### src/rtl/fft_pkg.sv
// Shared types and constants for the radix-2 single-path delay-feedback FFT stages.
package fft_pkg;

    localparam int FLOAT_LEN_DEFAULT = 32;

    // One complex sample: {real, imag}, each FLOAT_LEN_DEFAULT bits wide
    typedef logic [2*FLOAT_LEN_DEFAULT-1:0] sample_t;

    localparam logic [1:0] ST_FILL  = 2'd0;
    localparam logic [1:0] ST_PAIR  = 2'd1;
    localparam logic [1:0] ST_FLUSH = 2'd2;

    typedef enum logic [1:0] {
        FILL  = ST_FILL,
        PAIR  = ST_PAIR,
        FLUSH = ST_FLUSH
    } sdf_state_e;

endpackage

### src/rtl/sdf_tf_addr_gen.sv
// Registered twiddle ROM address for an SDF stage: (cnt * TF_STEP) mod 2^TF_ADDR_W,
// captured on the cycle a butterfly pair is read so it lines up with the FIFO output.
module sdf_tf_addr_gen
    import fft_pkg::*;
#(
    parameter int CNT_W     = 8,
    parameter int TF_ADDR_W = 8,
    parameter int TF_STEP   = 1
) (
    input  logic                 clk,
    input  logic                 rst_n,
    input  logic                 en,
    input  logic [CNT_W-1:0]     cnt,
    output logic [TF_ADDR_W-1:0] tf_addr
);

    // The cast truncates the product, giving the modulo wrap for free
    always_ff @(posedge clk or negedge rst_n) begin
        if (!rst_n) begin
            tf_addr <= '0;
        end else if (en) begin
            tf_addr <= TF_ADDR_W'(32'(cnt) * 32'(TF_STEP));
        end
    end

endmodule

### src/rtl/radix2_sdf_stage_ctrl.sv
// Counter-driven sequencer for one radix-2 SDF stage: fills a half-frame FIFO, then
// reads it in lock-step with the second half to present butterfly pairs.
module radix2_sdf_stage_ctrl
    import fft_pkg::*;
#(
    parameter int FLOAT_LEN = FLOAT_LEN_DEFAULT,
    parameter int HALF      = 256,
    parameter int CNT_W     = 8,
    parameter int TF_ADDR_W = 8,
    parameter int TF_STEP   = 1
) (
    input  logic                   clk,
    input  logic                   rst_n,
    input  logic                   clear,
    input  logic [2*FLOAT_LEN-1:0] data_in,
    input  logic                   data_in_valid,
    input  logic                   fifo_full,
    input  logic                   fifo_empty,
    output logic                   fifo_wr_en,
    output logic                   fifo_rd_en,
    output logic                   fifo_flush,
    output logic [2*FLOAT_LEN-1:0] data_out2,
    output logic                   pair_valid,
    output logic [TF_ADDR_W-1:0]   tf_addr,
    output logic                   frame_done,
    output logic                   err
);

    sdf_state_e       state;
    logic [CNT_W-1:0] cnt;
    logic             cnt_last;
    logic             overflow;
    logic             underflow;

    assign cnt_last = (cnt == CNT_W'(HALF - 1));

    // clear wins over any same-cycle sample; FLUSH drops its input
    always_comb begin
        fifo_wr_en = 1'b0;
        fifo_rd_en = 1'b0;
        if (!clear && data_in_valid) begin
            fifo_wr_en = (state == FILL);
            fifo_rd_en = (state == PAIR);
        end
    end

    // A write at cnt 0 is exempt: the FIFO may still report full while draining
    assign overflow  = fifo_wr_en && (cnt != '0) && fifo_full;
    assign underflow = fifo_rd_en && fifo_empty;

    always_ff @(posedge clk or negedge rst_n) begin
        if (!rst_n) begin
            state      <= FILL;
            cnt        <= '0;
            fifo_flush <= 1'b0;
            pair_valid <= 1'b0;
            data_out2  <= '0;
            frame_done <= 1'b0;
            err        <= 1'b0;
        end else if (clear) begin
            state      <= FLUSH;
            cnt        <= '0;
            fifo_flush <= 1'b1;
            pair_valid <= 1'b0;
            frame_done <= 1'b0;
            err        <= 1'b0;
        end else begin
            fifo_flush <= 1'b0;
            pair_valid <= fifo_rd_en;
            frame_done <= fifo_rd_en && cnt_last;
            if (fifo_rd_en) begin
                data_out2 <= data_in;
            end
            if (overflow || underflow) begin
                err <= 1'b1;
            end
            case (state)
                FILL: begin
                    if (data_in_valid) begin
                        cnt <= cnt_last ? '0 : cnt + 1'b1;
                        if (cnt_last) begin
                            state <= PAIR;
                        end
                    end
                end
                PAIR: begin
                    if (data_in_valid) begin
                        cnt <= cnt_last ? '0 : cnt + 1'b1;
                        if (cnt_last) begin
                            state <= FILL;
                        end
                    end
                end
                default: begin
                    state <= FILL;
                    cnt   <= '0;
                end
            endcase
        end
    end

    sdf_tf_addr_gen #(
        .CNT_W    (CNT_W),
        .TF_ADDR_W(TF_ADDR_W),
        .TF_STEP  (TF_STEP)
    ) u_tf_addr_gen (
        .clk    (clk),
        .rst_n  (rst_n),
        .en     (fifo_rd_en),
        .cnt    (cnt),
        .tf_addr(tf_addr)
    );

endmodule

### config.mk
export PLATFORM = sky130hd
export DESIGN_NAME = radix2_sdf_stage_ctrl
export DESIGN_NICKNAME = d
export VERILOG_FILES = /design/src/rtl/fft_pkg.sv /design/src/rtl/sdf_tf_addr_gen.sv /design/src/rtl/radix2_sdf_stage_ctrl.sv
export SDC_FILE = /design/constraint.sdc
export NUM_CORES = 1
export LEC_CHECK = 0
export CORE_MARGIN = 2
export CORE_UTILIZATION = 47
export CTS_BUF_LIST = sky130_fd_sc_hd__clkbuf_2 sky130_fd_sc_hd__clkbuf_4 sky130_fd_sc_hd__clkbuf_8
export CTS_CLUSTER_DIAMETER = 30
export DETAILED_ROUTE_END_ITERATION = 10
export GPL_TIMING_DRIVEN = 0
export PLACE_DENSITY = 0.88
export SLEW_MARGIN = 20
export SYNTH_ARGS = -nofsm -noshare
export SYNTH_HDL_FRONTEND = slang
export SYNTH_SLANG_ARGS = --single-unit
export TNS_END_PERCENT = 20
### constraint.sdc
create_clock -name clk -period 4.1 [get_ports clk]
set_input_delay 0.615 -clock clk [delete_from_list [all_inputs] [get_ports clk]]
set_output_delay 0.615 -clock clk [all_outputs]
set_load 0.05 [all_outputs]
; Yosys cells after proc, flatten, opt, wreduce, memory -nomap -nowiden
; Cells that the tools add are included.
[word_totals]
regBits = 86
[classes]
n_addsub = 1
n_eq_ne = 7
mux = 17
n_bitwise = 1
n_reduce_logical = 13
[op_table]
columns = cell, count
row1 = two-way mux 8 bit, 4
row2 = "inequality test 3 bit, second input constant", 4
row3 = two-way mux 2 bit, 5
row4 = "adder 8 x 1 -> 8 bit, second input constant", 1
row5 = "== test 8 bit, second input constant", 1
row6 = nonzero test 8 bit, 1
row7 = two-way mux 1 bit, 7
row8 = logical AND 1 bit, 5
row9 = one-hot mux 2 bit (2 select lines), 1
row10 = AND reduction 4 bit, 1
row11 = "inequality test 3 x 1 -> 1 bit, second input constant", 1
row12 = "== test 2 x 1 -> 1 bit, second input constant", 1
row13 = logical NOT 2 bit, 1
row14 = AND reduction 2 bit, 1
row15 = nonzero test 2 bit, 1
row16 = OR reduction 2 bit, 1
row17 = logical NOT 1 bit, 1
row18 = logical OR 1 bit, 1
row19 = NOT 1 bit, 1

; Depth between registers and ports, before layout
; Gate-level depths: netlist of run 1.
[logic_depth]
depth_word = 8
mapped_depth = 7

; Cells and area by module
; From an unflattened synthesis of run 1, not the netlist that was laid out.
[unflattened]
cells_unflattened = 225
hier_area_um2 = 3419.5
[modules_own_cells]
columns = module, instances, cells_each, area_per_inst_um2
row1 = radix2_sdf_stage_ctrl, 1, 208, 3088.0
row2 = sdf_tf_addr_gen, 1, 17, 331.6

; Worst setup path before layout of run 1
; No wires, ideal clock.
[synth_timing]
path_kind = input-to-output
from = input port data_in_valid
to = output port fifo_wr_en
arrival_ns = 1.913
setup_slack_ns = 1.572
stages = 3
n_path_buf = 1
cell_sequence = buf_4 -> nand2b_4 -> nor3_1
[synth_via]
elab_chain_cells = 2
[synth_rtl]
columns = element, line
row1 = from (decl), radix2_sdf_stage_ctrl.sv:16  ; input logic data_in_valid,
row2 = logical AND 1 bit, radix2_sdf_stage_ctrl.sv:41  ; if (!clear && data_in_valid) begin
row3 = two-way mux 1 bit, radix2_sdf_stage_ctrl.sv:41
row4 = to (decl), radix2_sdf_stage_ctrl.sv:19  ; output logic fifo_wr_en,
; Every way passes these cells.

; Final worst setup path of run 1
[layout_timing]
from = input port clear
to = output port fifo_rd_en
[layout_via]
elab_chain_cells = 3
[layout_rtl]
columns = element, line
row1 = from (decl), radix2_sdf_stage_ctrl.sv:14  ; input logic clear,
row2 = logical NOT 1 bit, radix2_sdf_stage_ctrl.sv:41
row3 = logical AND 1 bit, radix2_sdf_stage_ctrl.sv:41
row4 = two-way mux 1 bit, radix2_sdf_stage_ctrl.sv:41
row5 = to (decl), radix2_sdf_stage_ctrl.sv:20  ; output logic fifo_rd_en,
; Every way passes these cells.

==> results.yml, run 1 <==
run_status:
  status: "finished clean"
setup_path:
  slowest_stage: "clkdlybuf4s50_1"
  r2r_end: "data_out2[58]"
  crit_path_cell_trace: "clkdlybuf4s50_1 > nand2b_4 > nor3b_2 > buf_4 > buf_6 > clkdlybuf4s50_1"
  r2r_slack_ns: 2.53
  crit_buf_inv: 4
  cp_data_required_time_ns: 3.48
  crit_family: "buffers and inverters"
  path_max_fanout: 10
  critPathKind: "in -> out"
  worst-path-stages: 6
  r2r_start: "state[1]"
  critPathMaxStageDelay_ns: 0.81
  r2r_cells: 4
  cp-end-kind: "output pin"
  cp_data_arrival_time_ns: 2.81
  startpoint_type: "input pin"
  cp_common_cell: "clkdlybuf4s50_1"
placement:
  place_congestion: 0.760
  post-dp-hpwl_mm: 5.87
  port-buffer-count: 146
  placed_cells: 472
  place_ws_ns: 0.673
  place_area_mm2: 0.00501
routing:
  drt-wirelength-per-cell_um: 15.6
  drt-pass1-iter-count: 4
  num_vias: 2394
  antenna_left: 0
  viasPerCell: 4.92
  wl_mm: 7.61
  drc: 0
  drt_iter0_drc: 53
logic_synthesis:
  synth_cell_types: 29
  synth.cell_area_mm2: 0.00340
  synthTopCellsByArea: "dfrtp_1 (63%), mux2_1 (16%), mux2_2 (8.3%)"
  postSynthCellCount: 226
  yosys_warnings: 0
  yosys_register_bits: 86
  netlist.area_leader.share_pct: 63.3
  yosysTopAreaCell: "dfrtp_1"
  syn-num-nets: 298
  postSynthAreaPerCell_um2: 15.0
  synth_seq_area_share_pct: 63.3
clock_tree:
  ctsResizeCount: 0
  post_cts_buffers: 0
  clk_pin_slew_ns: 0.09
  clkSinkCount: 86
  tritoncts: "yes"
  cts-buffers-inserted: 9
  cts.path.max_buffers: 2
  insertion_delay_ns: 0.35
  hold_buffers: 0
  root_buffer: "clkbuf_8"
  htreeDepth: 3
die:
  rows: 31
  initial_core_util_pct: 47.6
  io_pins: 148
  core_area_mm2: 0.00714
  dieWidth_um: 89.0
  dieArea_mm2: 0.00793
  die_h_um: 89.0
timing:
  slew_headroom_pct: 62.2
  rsz0062_at_grt: "no"
  whs_ns: 0.198
  finalSetupViolCount: 0
  max_freq_ghz: 0.292
  finalHoldViolCount: 0
  timing.final.crit_period_ns: 3.42
  clock_skew_ns: 0.0130
  tightest_slew_ns: 0.566
  fin_ws_ns: 0.677
  timing.final.crit_share_pct: 83.5
  slew_viol_final: 0
finish:
  final_nets: 456
  drive_above_1_share_pct: 14.2
  area_delta_synth_final_pct: 53.6
  final_core_util_pct: 73.2
  final_cell_area_mm2: 0.00522
  num_antenna_cells: 0
  fin_cells: 487
power:
  p_leak_nw: 2.45
  powerDensity_mw_per_mm2: 304
  vdd.ir_drop.worst_mv: 0.196
global_route:
  grt_pass1_vias: 2450
  antenna_found_initial: 0
  overflow: 0
  grt.total_usage_pct: 20.0
  grt_pass1_wl_mm: 11.8
  grt_max_degree: 55
worst_hold_path:
  hold_class: "in -> async"
flow_run:
  maxCapViolCount: 0
kinds of logic after synthesis:
| logic type | synth area share, % |
|---|---|
| multiplexers | 23.8 |
| flip-flops | 63.3 |
| buffers and inverters | 3.31 |
| adder cells (fa/ha/maj) | 0.736 |
| AO/OA/AOI/OAI | 1.84 |
| XOR/XNOR | 1.03 |
| AND/OR/NAND/NOR | 5.93 |
cells in the final DEF (no fill, tap or decap), types with 4 or more instances in the layout:
cell type	n
nor2_1	4
buf_6	5
mux2_1	47
clkdlybuf4s50_1	145
nand3_1	4
nand4_1	5
clkbuf_8	9
a21oi_1	7
dfrtp_1	86
mux2_2	25
clkbuf_1	4
nor3_1	5
nand2_1	4
worst register-to-register path, delay by kind of cell (launching register included):
kind          cells  cell delay (ns)
flops             1             0.42
buf+inv           2             0.44
simple gates      1             0.26
mux               1             0.34
layer usage:
layer | vias to the layer above | track usage [%] | part of all wire, %
met3 | 7 | 6.56 | 8.8
met1 | 1182 | 22.9 | 40
met4 | 0 | 7.73 | 1.1
met2 | 99 | 34.9 | 50
met5 | - | 0 | 0
li1 | 1106 | - | -
synthesized netlist by cell type:
master     count
mux2_1        47
clkbuf_1       4
inv_1          3
nor3_1         5
or2_1          1
nor3b_1        1
nor4b_1        1
o21ai_0        2
nor2_1         4
a2bb2oi_1      1
ha_1           2
a21oi_1        7
or3_1          3
buf_4          2
dfrtp_1       86
nand4_1        5
xnor2_1        1
nand3_1        4
and4_1         1
xor2_1         3
mux2_2        25
nand2b_4       1
o221ai_1       1
nor3b_2        1
buf_6          5
or2_2          1
nand2b_1       2
nand2_1        4
buf_2          3
stage by stage:
stage / setup TNS, ns / total power [W]
after CTS: 0 / 0.00160
after floorplan: 0 / 0.000880
after global placement: -48.84 / 0.000964
after detailed placement: 0 / 0.000969
after global routing: 0 / 0.00165
final: 0 / 0.00158
final cells by class:
class | count | area (um^2)
Buffer | 14 | 101
Clock buffer | 9 | 124
Clock inverter | 6 | 87.6
Fill cell | 519 | 1920
Inverter | 3 | 11.3
Multi-Input combinational cell | 123 | 1130
Sequential cell | 86 | 2150
Tap cell | 99 | 124
Timing Repair Buffer | 147 | 1490
power breakdown:
part	internal [W]	switching [W]	total (W)
sequential	0.000849	0.00000159	0.000851
clock	0.000340	0.000294	0.000634
combinational	0.0000648	0.0000353	0.000100
total	0.00125	0.000331	0.00158
flip-flops by register name, indices dropped and copies added (netlist names):
name	flops
err	1
state	2
cnt	8
fifo_flush	1
frame_done	1
pair_valid	1
u_tf_addr_gen.tf_addr	8
data_out2	64
worst max-delay path by stage:
stage | startpoint | end | slack (ns)
2_1_floorplan | data_in_valid | fifo_wr_en | 1.57
3_3_place_gp | rst_n | data_out2[20] | -0.57
3_5_place_dp | clear | fifo_rd_en | 0.67
4_1_cts | clear | fifo_rd_en | 0.67
5_1_grt | clear | fifo_rd_en | 0.56
6_report | clear | fifo_rd_en | 0.68
Note: power is estimated with default switching activity, not from simulation.
==> run 2, diff against run 1 <==
--- a/config.mk
+++ b/config.mk
@@ -6,12 +6,12 @@
 export NUM_CORES = 1
 export LEC_CHECK = 0
 export CORE_MARGIN = 2
-export CORE_UTILIZATION = 47
+export CORE_UTILIZATION = 43
 export CTS_BUF_LIST = sky130_fd_sc_hd__clkbuf_2 sky130_fd_sc_hd__clkbuf_4 sky130_fd_sc_hd__clkbuf_8
 export CTS_CLUSTER_DIAMETER = 30
 export DETAILED_ROUTE_END_ITERATION = 10
 export GPL_TIMING_DRIVEN = 0
-export PLACE_DENSITY = 0.88
+export PLACE_DENSITY = 0.82
 export SLEW_MARGIN = 20
 export SYNTH_ARGS = -nofsm -noshare
 export SYNTH_HDL_FRONTEND = slang
==> constraint.sdc (replaced) <==
create_clock -name clk -period 3.45 [get_ports clk]
set_input_delay 0.5175 -clock clk [delete_from_list [all_inputs] [get_ports clk]]
set_output_delay 0.5175 -clock clk [all_outputs]
set_load 0.05 [all_outputs]
==> run 2 against run 1 <==
  * Die area grew 8.9%
  * Power up 18%
  * First-iteration DRC count down 26%
  * Clock skew down 0.0062 ns
  * Via count grew 1.0%
  * Largest cell class unchanged
  * Largest power group unchanged
==> results.yml, run 2 (synthesis gave the netlist of run 1 again) <==
run_status:
  status: "finished clean"
die:
  rows: 32
  initial_core_util_pct: 44.2
  io_pins: 148
  dieWidth_um: 92.9
  core_area_mm2: 0.00769
  die_h_um: 92.9
  dieArea_mm2: 0.00863
setup_path:
  cp_data_required_time_ns: 2.93
  r2r_cells: 4
  startpoint_type: "input pin"
  path_max_fanout: 10
  r2r_end: "data_out2[4]"
  critPathKind: "in -> out"
  r2r_start: "state[1]"
  cp_data_arrival_time_ns: 2.67
  cp-end-kind: "output pin"
  r2r_slack_ns: 1.91
timing:
  max_freq_ghz: 0.314
  finalHoldViolCount: 0
  timing.final.crit_share_pct: 92.4
  timing.final.crit_period_ns: 3.19
  finalSetupViolCount: 0
  tightest_slew_ns: 0.559
  rsz0062_at_grt: "no"
  slew_headroom_pct: 62.8
  slew_viol_final: 0
  clock_skew_ns: 0.00685
power:
  p_leak_nw: 2.44
  vdd.ir_drop.worst_mv: 0.214
  powerDensity_mw_per_mm2: 359
  p_total_w: 0.00187
global_route:
  overflow: 0
  grt_pass1_vias: 2610
  grt.total_usage_pct: 18.3
  antenna_found_initial: 0
  grt_max_degree: 46
  grt_pass1_wl_mm: 12.2
clock_tree:
  cts-buffers-inserted: 9
  post_cts_buffers: 0
  htreeDepth: 3
  hold_buffers: 0
  root_buffer: "clkbuf_8"
  ctsResizeCount: 0
  clk_pin_slew_ns: 0.08
  clkSinkCount: 86
  cts.path.max_buffers: 2
  tritoncts: "yes"
  insertion_delay_ns: 0.34
worst_hold_path:
  hold_class: "in -> async"
finish:
  reg.largest.list: "data_out2: 64 flops, cnt: 8 flops, u_tf_addr_gen.tf_addr: 8 flops"
  final_common_cell: "clkdlybuf4s50_1"
  filler_cell_count: 596
  largest_register_ffs: 64
  largest_register: "data_out2"
  num_antenna_cells: 0
  drive_above_1_share_pct: 14.2
  final_nets: 456
  fin_cells: 490
  area_delta_synth_final_pct: 53.3
  layout_common_cells: "clkdlybuf4s50_1 (145), dfrtp_1 (86), mux2_1 (47)"
placement:
  placed_cells: 475
  post-dp-hpwl_mm: 5.73
  place_congestion: 0.732
  port-buffer-count: 146
flow_run:
  maxCapViolCount: 0
routing:
  antenna_left: 0
  drt-pass1-iter-count: 4
  num_vias: 2418
  wl_mm: 7.63
  drc: 0
  viasPerCell: 4.93
  drt_iter0_drc: 39
  drt-wirelength-per-cell_um: 15.6
run 2: changes by cell type in the layout (fill, tap and decap cells not counted):
cell / change
buf_12: +1
buf_16: -1
clkbuf_4: +1
clkinv_2: +1
clkinv_4: -2
run 2: area by class of cell:
type	count	area, um^2	share of cell area, %
Tap cell	102	128	2.45
Clock inverter	5	75.1	1.44
Buffer	14	101	1.94
Multi-Input combinational cell	123	1130	21.8
Clock buffer	10	131	2.52
Sequential cell	86	2150	41.3
Timing Repair Buffer	147	1480	28.4
Inverter	3	11.3	0.216
run 2: power breakdown:
part	internal [W]	leakage, nW	total, W	switching, W
combinational	0.0000761	1.14	0.000118	0.0000419
sequential	0.00101	1.20	0.00101	0.00000195
clock	0.000408	0.109	0.000742	0.000334
total	0.00149	2.44	0.00187	0.000378
run 2: per-layer routing:
metal | vias up | wire length, um | global-route usage, %
met5 | - | 0 | 0
met3 | 11 | 513 | 5.13
met1 | 1206 | 3150 | 21.4
met2 | 95 | 3850 | 32.4
met4 | 0 | 116 | 6.00
li1 | 1106 | - | -
run 2: critical path, cell delays in order:
cell	delay, ns
clkdlybuf4s50_1	0.50
nand2b_4	0.19
nor3b_2	0.22
buf_4	0.25
buf_6	0.18
clkdlybuf4s50_1	0.81
run 2: worst max-delay path by stage:
stage | depth (start not counted) | end | slack [ns] | startpoint
after floorplan | 3 | fifo_wr_en | 1.12 | data_in_valid
after detailed placement | 6 | fifo_rd_en | 0.24 | clear
after global routing | 6 | fifo_rd_en | 0.12 | clear
after CTS | 6 | fifo_rd_en | 0.24 | clear
after global placement | 1 | data_out2[53] | -1.22 | rst_n
final | 6 | fifo_rd_en | 0.26 | clear
run 2: metrics by stage:
stage | worst slack, ns | setup TNS (ns) | cell area (um^2) | utilization [%] | hold WS (ns)
final | 0.262 | 0 | 5210 | 67.8 | 0.155
after global routing | 0.120 | 0 | 5210 | 67.8 | 0.181
after CTS | 0.238 | 0 | 5210 | 67.8 | 0.161
after detailed placement | 0.245 | 0 | 5010 | 65.1 | 0.474
after global placement | -1.22 | -104.87 | 4990 | 64.9 | 0.466
after floorplan | 1.12 | 0 | 3400 | - | 0.222
==> run 3, diff against run 2 <==
--- a/config.mk
+++ b/config.mk
@@ -10,8 +10,9 @@
 export CTS_BUF_LIST = sky130_fd_sc_hd__clkbuf_2 sky130_fd_sc_hd__clkbuf_4 sky130_fd_sc_hd__clkbuf_8
 export CTS_CLUSTER_DIAMETER = 30
 export DETAILED_ROUTE_END_ITERATION = 10
-export GPL_TIMING_DRIVEN = 0
+export GPL_TIMING_DRIVEN = 1
 export PLACE_DENSITY = 0.82
+export REMOVE_ABC_BUFFERS = 1
 export SLEW_MARGIN = 20
 export SYNTH_ARGS = -nofsm -noshare
 export SYNTH_HDL_FRONTEND = slang
==> run 3 against run 2 <==
  * Fmax grew 9.1%
  * Power shrank 1.2%
  * Setup slack gained 0.27 ns
  * Count of clock-buffer cells in the layout grew 2
==> results.yml, run 3 (synthesis gave the netlist of run 1 again) <==
run_status:
  status: "finished clean"
clock_tree:
  ctsResizeCount: 0
  root_buffer: "clkbuf_8"
  clkSinkCount: 86
  clk_pin_slew_ns: 0.09
  hold_buffers: 0
  post_cts_buffers: 0
  htreeDepth: 3
  insertion_delay_ns: 0.34
  cts-buffers-inserted: 9
  cts.path.max_buffers: 2
  tritoncts: "yes"
setup_path:
  crit_buf_inv: 2
  cp_common_cell: "clkdlybuf4s50_1"
  critPathMaxStageDelay_ns: 0.85
  crit_family: "buffers and inverters"
  startpoint_type: "input pin"
  slowest_stage: "clkdlybuf4s50_1"
  cp-end-kind: "output pin"
  path_max_fanout: 10
  crit_path_cell_trace: "clkdlybuf4s50_1 > nand2b_4 > nor3_1 > clkdlybuf4s50_1"
  cp_data_required_time_ns: 2.93
  critPathKind: "in -> out"
  cp_data_arrival_time_ns: 2.40
die:
  die_h_um: 92.9
  io_pins: 148
  rows: 32
  initial_core_util_pct: 44.2
  dieArea_mm2: 0.00863
  dieWidth_um: 92.9
  core_area_mm2: 0.00769
finish:
  final_nets: 445
  multi_input_area_mm2: 0.00114
  final_common_cell: "clkdlybuf4s50_1"
  largest_register_ffs: 64
  layout_common_cells: "clkdlybuf4s50_1 (145), dfrtp_1 (86), mux2_1 (47)"
  drive_above_1_share_pct: 13.0
  seqCellArea_mm2: 0.00215
  fin_cells: 480
  largest_register: "data_out2"
  area_delta_synth_final_pct: 51.7
  num_antenna_cells: 0
  reg.largest.list: "data_out2: 64 flops, cnt: 8 flops, u_tf_addr_gen.tf_addr: 8 flops"
  filler_cell_count: 595
power:
  p_sw_w: 0.000390
  p_int_w: 0.00146
  p_total_w: 0.00185
  swShare_pct: 21.1
  powerDensity_mw_per_mm2: 358
  p_leak_nw: 2.41
  clkPwrFrac_pct: 39.1
  seq_power_share_pct: 54.7
  power_frac_comb_pct: 6.2
  vdd.ir_drop.worst_mv: 0.243
global_route:
  antenna_found_initial: 0
  grt_pass1_vias: 2425
  grt_max_degree: 87
  grt.total_usage_pct: 17.2
  overflow: 0
  grt_pass1_wl_mm: 11.6
timing:
  tns_ns: 0
  max_freq_ghz: 0.342
  finalSetupViolCount: 0
  timing.final.crit_share_pct: 84.7
  timing.final.crit_period_ns: 2.92
  slew_viol_final: 0
  clock_skew_ns: 0.0118
  finalHoldViolCount: 0
  rsz0062_at_grt: "no"
  tightest_slew_ns: 0.760
  slew_headroom_pct: 49.3
routing:
  drt-pass1-iter-count: 4
  drt_iter0_drc: 38
  wl_mm: 7.28
  drt-wirelength-per-cell_um: 15.2
  drc: 0
  antenna_left: 0
  viasPerCell: 4.91
  num_vias: 2355
worst_hold_path:
  hold_class: "in -> async"
flow_run:
  maxCapViolCount: 0
placement:
  placed_cells: 464
  place_congestion: 0.787
  port-buffer-count: 147
  post-dp-hpwl_mm: 5.28
run 3: layout make-up:
cell class              instances  area share [%]
clock buffers                  12            2.96
clock inverters                 4            1.09
inverters                       3           0.218
multi-input cells             123            22.1
flip-flops and latches         86            41.7
well taps                     102            2.47
repair buffers                150            29.4
run 3: worst paths after layout:
path	depth (start not counted)	startpoint	slack (ns)	to
setup / recovery	4	data_in_valid	0.53	fifo_wr_en
hold / removal	1	rst_n	0.21	u_tf_addr_gen.tf_addr[6]
setup reg to reg	3	state[1]	1.80	data_out2[41]
hold reg to reg	1	data_out2[49]	0.49	data_out2[49]
max in group asynchronous	1	rst_n	2.69	data_out2[59]
min in group clk	1	data_out2[49]	0.49	data_out2[49]
run 3: power by group through the flow:
stage	combinational (W)	clock, W	sequential (W)
global route	0.000125	0.000791	0.00101
global placement	0.000113	0	0.00103
detailed placement	0.000115	0	0.00103
finish	0.000114	0.000722	0.00101
CTS	0.000116	0.000743	0.00101
floorplan	0.00000929	0	0.00103
run 3: metrics by stage:
step	utilization, %	hold slack (ns)	area [um^2]	worst slack [ns]
after floorplan	-	0.222	3300	-1.35
after detailed placement	64.3	0.474	4950	0.532
after global placement	64.3	0.466	4950	0.547
after CTS	67.1	0.398	5150	0.515
final	67.1	0.211	5160	0.529
after global routing	67.1	0.291	5160	0.391
run 3: per-layer routing:
| layer | vias to the layer above | GRT usage, % | wire length [um] |
|---|---|---|---|
| li1 | 1096 | - | - |
| met1 | 1139 | 22.1 | 3040 |
| met2 | 106 | 28.1 | 3540 |
| met3 | 14 | 4.72 | 590 |
| met4 | 0 | 6.00 | 114 |
| met5 | - | 0 | 0 |
==> variant 1 (settings of run 3) <==
`CNT_W` is set to 8 in 2 places; all go to 10.
--- a/src/rtl/sdf_tf_addr_gen.sv
+++ b/src/rtl/sdf_tf_addr_gen.sv
@@ -3,7 +3,7 @@
 module sdf_tf_addr_gen
     import fft_pkg::*;
 #(
-    parameter int CNT_W     = 8,
+    parameter int CNT_W     = 10,
     parameter int TF_ADDR_W = 8,
     parameter int TF_STEP   = 1
 ) (
--- a/src/rtl/radix2_sdf_stage_ctrl.sv
+++ b/src/rtl/radix2_sdf_stage_ctrl.sv
@@ -5,7 +5,7 @@
 #(
     parameter int FLOAT_LEN = FLOAT_LEN_DEFAULT,
     parameter int HALF      = 256,
-    parameter int CNT_W     = 8,
+    parameter int CNT_W     = 10,
     parameter int TF_ADDR_W = 8,
     parameter int TF_STEP   = 1
 ) (
Function: no difference found for any inputs over 10 cycles, from zero or initial values and one cycle with rst_n low; that may be too few to reach the edited logic, so the function may still have changed.
==> variant 1 against run 3 <==
Design area up 3.2%. Via count rose by 3.0%. Count of clock-buffer cells in the layout decreased by 2. Total power grew 9.4%. Synthesized area increased by 3.0%. Largest cell class unchanged. Cell count up 2.5%. Sequential cell count rose by 2. Clock skew is 0.0068 ns lower. Clock power grew 21%. Worst setup slack got worse by 0.077 ns. Wire length up 9.8%.
==> variant 1: results <==
[run_status]
status = "finished clean"

[clock_tree]
cts-htree-levels = 3
post_cts_buffers = 0
cts.sinks = 88

[route]
viasPerCell = 4.93
dr_wl_met2_mm = 3.84
drt_iter0_drc = 54
route.met3.wl_um = 810
drt_wl_total_mm = 7.99
wl_met1_mm = 3.15

[global_routing]
grt_antenna_before_repair = 0
grt_max_degree = 89
grt_pass1_vias = 2477
grt_use_met2_pct = 31.3
grt_usage_pct = 18.5
use_met1_pct = 22.1
grt_pass1_wl_mm = 12.6

[synthesis]
ys_types = 36
postSynthCellCount = 235
synth_xor_area_share_pct = 1.75
syn_avg_cell_area_um2 = 14.9
netlist_top_cells_area = "dfrtp_1, mux2_2, mux2_1"
synthMuxAreaShare_pct = 23.4
synth_compound_area_share_pct = 1.50
seq_area_frac_synth_pct = 62.9
synth_commonest_cells = "dfrtp_1, mux2_2, nor2_1, mux2_1, nand3_1"
synthAdderAreaFrac_pct = 0.715

[place]
place.gp.congestion = 0.822
place_hpwl_mm = 5.94
pre_cts_ws_ns = 0.458
place_inst = 476

[cells_and_area]
seq_share_pct = 41.4
nNetsFinal = 457
area_growth_pct = 52.0
fin_cells = 492
drive_gt1_share_pct = 24.9
buffer_area_share_pct = 28.5
nNonClkInverters = 4
multi_input_cells = 132
reg_top3 = "data_out2: 64 flops, cnt: 10 flops, u_tf_addr_gen.tf_addr: 8 flops"
nFillCells = 552
multi_input_area_um2 = 1210
n_clock_buffer = 10
final-clk-cell-share_pct = 4.75

[critical_path]
r2r_setup_slack_ns = 1.53
critical-path-max-stage-delay_ns = 0.83
arrival_ns = 2.48
r2r_start = "state[1]"
r2r-end = "data_out2[3]"
cp_max_fo = 7
reg2reg_depth = 5

[power_and_ir_drop]
p_leak_nw = 2.44
vdd_drop_max_uv = 259

[sta]
finalClockSkew_ns = 0.00505
whs_ns = 0.218
slew_headroom_pct = 49.3
-- variant 1: cell types whose count changed in the layout (fill, tap and decap cells not counted), sizes merged, moves of 3 or more --
cell / before / now
or3: 3 / 0
xnor2: 1 / 4
nand4: 5 / 1
a21oi: 7 / 4
nor2: 4 / 14
nand3: 4 / 8
-- variant 1: power breakdown --
group	internal (W)	switching, W
logic	0.0000739	0.0000415
registers	0.00103	0.00000193
clock network	0.000505	0.000367
total	0.00161	0.000411
-- variant 1: worst max-delay path: cells and delay by family --
kind / cells / cell delay, ns
buf+inv: 2 / 1.33
simple gates: 2 / 0.63
-- variant 1: worst max-delay path by stage --
stage / slack [ns] / start / to
floorplan: 0.99 / clear / data_out2[0]
global placement: 0.49 / clear / fifo_wr_en
detailed placement: 0.46 / clear / fifo_wr_en
CTS: 0.45 / clear / fifo_wr_en
global route: 0.36 / clear / fifo_wr_en
finish: 0.45 / clear / fifo_wr_en
==> variant 2 (config.mk and constraints of run 3) <==
Without the edit above. Register the output `err` once more, cleared by the reset; this adds one clock of latency there. The other outputs are not delayed to match.
--- a/src/rtl/radix2_sdf_stage_ctrl.sv
+++ b/src/rtl/radix2_sdf_stage_ctrl.sv
@@ -25,6 +25,8 @@
     output logic                   frame_done,
     output logic                   err
 );
+
+    logic err_s0;
 
     sdf_state_e       state;
     logic [CNT_W-1:0] cnt;
@@ -56,14 +58,14 @@
             pair_valid <= 1'b0;
             data_out2  <= '0;
             frame_done <= 1'b0;
-            err        <= 1'b0;
+            err_s0     <= 1'b0;
         end else if (clear) begin
             state      <= FLUSH;
             cnt        <= '0;
             fifo_flush <= 1'b1;
             pair_valid <= 1'b0;
             frame_done <= 1'b0;
-            err        <= 1'b0;
+            err_s0     <= 1'b0;
         end else begin
             fifo_flush <= 1'b0;
             pair_valid <= fifo_rd_en;
@@ -72,7 +74,7 @@
                 data_out2 <= data_in;
             end
             if (overflow || underflow) begin
-                err <= 1'b1;
+                err_s0 <= 1'b1;
             end
             case (state)
                 FILL: begin
@@ -111,5 +113,13 @@
         .tf_addr(tf_addr)
     );
 
+    always_ff @(posedge clk or negedge rst_n) begin
+        if (!rst_n) begin
+            err <= '0;
+        end else begin
+            err <= err_s0;
+        end
+    end
+
 endmodule
 
Behaviour: not the same (a bounded check fails within 4 cycles, from zero or initial values and one cycle with rst_n low).
==> variant 2 against run 3 <==
Count of clock-buffer cells in the layout is 1 higher. Sequential cell count is 1 higher. Total power is 3.0% lower. Non-clock buffer count is 1 higher. Clock skew is 0.0015 ns lower. Design area is 0.15% higher. Worst setup slack better by 0.10 ns. Synthesized area is 0.74% higher. Wire length is 0.63% lower. Largest cell class unchanged.
==> variant 2: results <==
[cells_and_area]
drive_gt1_share_pct = 13.2
nNetsFinal = 447
reg_top3 = "data_out2: 64 flops, cnt: 8 flops, u_tf_addr_gen.tf_addr: 8 flops"
diodes = 0
nFillCells = 585

[floorplanning]
die-width_um = 93.2

[power_and_ir_drop]
power.switching_w = 0.000381
p_leak_nw = 2.41
vdd_drop_max_uv = 198

[route]
firstDrtPassIters = 4
vias = 2347
drt_iter0_drc = 55
wire_per_inst_um = 15.0

[clock_tree]
clkSlewWorstSetupHoldPaths_ns = 0.09
cts_buffer_depth = 2
post_cts_buffers = 0
insertion_delay_ns = 0.34
cts_buffers = 9
cts-root-buf = "clkbuf_8"
cts-htree-levels = 3
cts_resized = 0

[global_routing]
grt_max_degree = 88
grt_antenna_before_repair = 0
grt_pass1_vias = 2404
grt_pass1_wl_mm = 11.8
grt_usage_pct = 17.4

[synthesis]
yosys_warnings = 0
async_flop_share_pct = 100
synthAdderAreaFrac_pct = 0.731
ys_types = 29
synth_compound_area_share_pct = 1.83
synthMuxAreaShare_pct = 23.7
netlist_top_cells_area = "dfrtp_1, mux2_1, mux2_2"
seq_area_frac_synth_pct = 63.6
synth_commonest_cells = "dfrtp_1, mux2_1, mux2_2, a21oi_1"
synth_ff_type = "dfrtp_1"
synth_xor_area_share_pct = 1.02

[place]
place.gp.congestion = 0.813
pre_cts_ws_ns = 0.646
place_hpwl_mm = 5.29
port_buffers = 147
placed_cell_area_um2 = 4980

[run_status]
status = "finished clean"

[critical_path]
cp_max_fo = 6
arrival_ns = 2.30

[hold_path]
hold_class = "input port to asynchronous set/reset pin"

[sta]
finalClockSkew_ns = 0.0104
slew_headroom_pct = 49.0
[variant 2: changes by cell type in the layout (fill, tap and decap cells not counted)]
cell	delta
dfrtp_1	+1
clkinv_2	+2
clkbuf_8	+1
bufinv_16	-1
clkinv_4	-3
buf_4	+1
clkinvlp_4	+1
[variant 2: cell families (layout without fill, tap and decap cells)]
family | Yosys count | in the layout
compound gates | 11 | 11
xor+xnor | 4 | 4
fa+ha+maj | 2 | 2
buf+inv | 17 | 170
flops | 87 | 87
mux | 72 | 72
simple gates | 34 | 34
[variant 2: metrics by stage]
stage,utilization (%),instances,total power [W]
final,66.9,482,0.00179
after global routing,66.9,482,0.00188
after CTS,66.8,482,0.00182
after detailed placement,64.4,466,0.00116
after global placement,64.4,466,0.00116
after floorplan,-,213,0.00105
[variant 2: routing by layer]
| layer | share of wire, % | vias up | global-route usage (%) | routed length [um] |
|---|---|---|---|---|
| li1 | - | 1086 | - | - |
| met1 | 42 | 1147 | 22.9 | 3010 |
| met2 | 48 | 100 | 26.3 | 3480 |
| met3 | 8.0 | 14 | 5.40 | 581 |
| met4 | 2.3 | 0 | 7.97 | 167 |
| met5 | 0 | - | 0 | 0 |
[variant 2: power by group through the flow]
stage / sequential (W) / combinational, W / clock [W]
4_1_cts: 0.00102 / 0.000118 / 0.000676
3_5_place_dp: 0.00104 / 0.000117 / 0
2_1_floorplan: 0.00105 / 0.00000929 / 0
5_1_grt: 0.00102 / 0.000126 / 0.000733
6_report: 0.00102 / 0.000116 / 0.000653
3_3_place_gp: 0.00104 / 0.000115 / 0
[variant 2: layout make-up]
type / instances / area (um^2) / area share [%]
sequential: 87 / 2180 / 42.1
timing repair buffer: 151 / 1530 / 29.5
multi-input combinational: 123 / 1140 / 22.1
clock buffer: 13 / 166 / 3.22
tap: 102 / 128 / 2.47
clock inverter: 3 / 17.5 / 0.339
inverter: 3 / 11.3 / 0.218
[variant 2: critical path, stage by stage]
cell and delay [ns]:
clkdlybuf4s50_1 0.49, nand2b_4 0.20, nor3_1 0.24, clkdlybuf4s50_1 0.86
[variant 2: path summary, 6_finish.rpt]
check                      depth (start not counted)  slack, ns     start                  endpoint
hold reg to reg                                    0       0.42    err_s0                       err
setup reg to reg                                   3       1.55  state[0]             data_out2[27]
min in group clk                                   0       0.42    err_s0                       err
max in group asynchronous                          1       2.71     rst_n             data_out2[41]
setup / recovery                                   4       0.63     clear                fifo_wr_en
hold / removal                                     1       0.20     rst_n  u_tf_addr_gen.tf_addr[5]
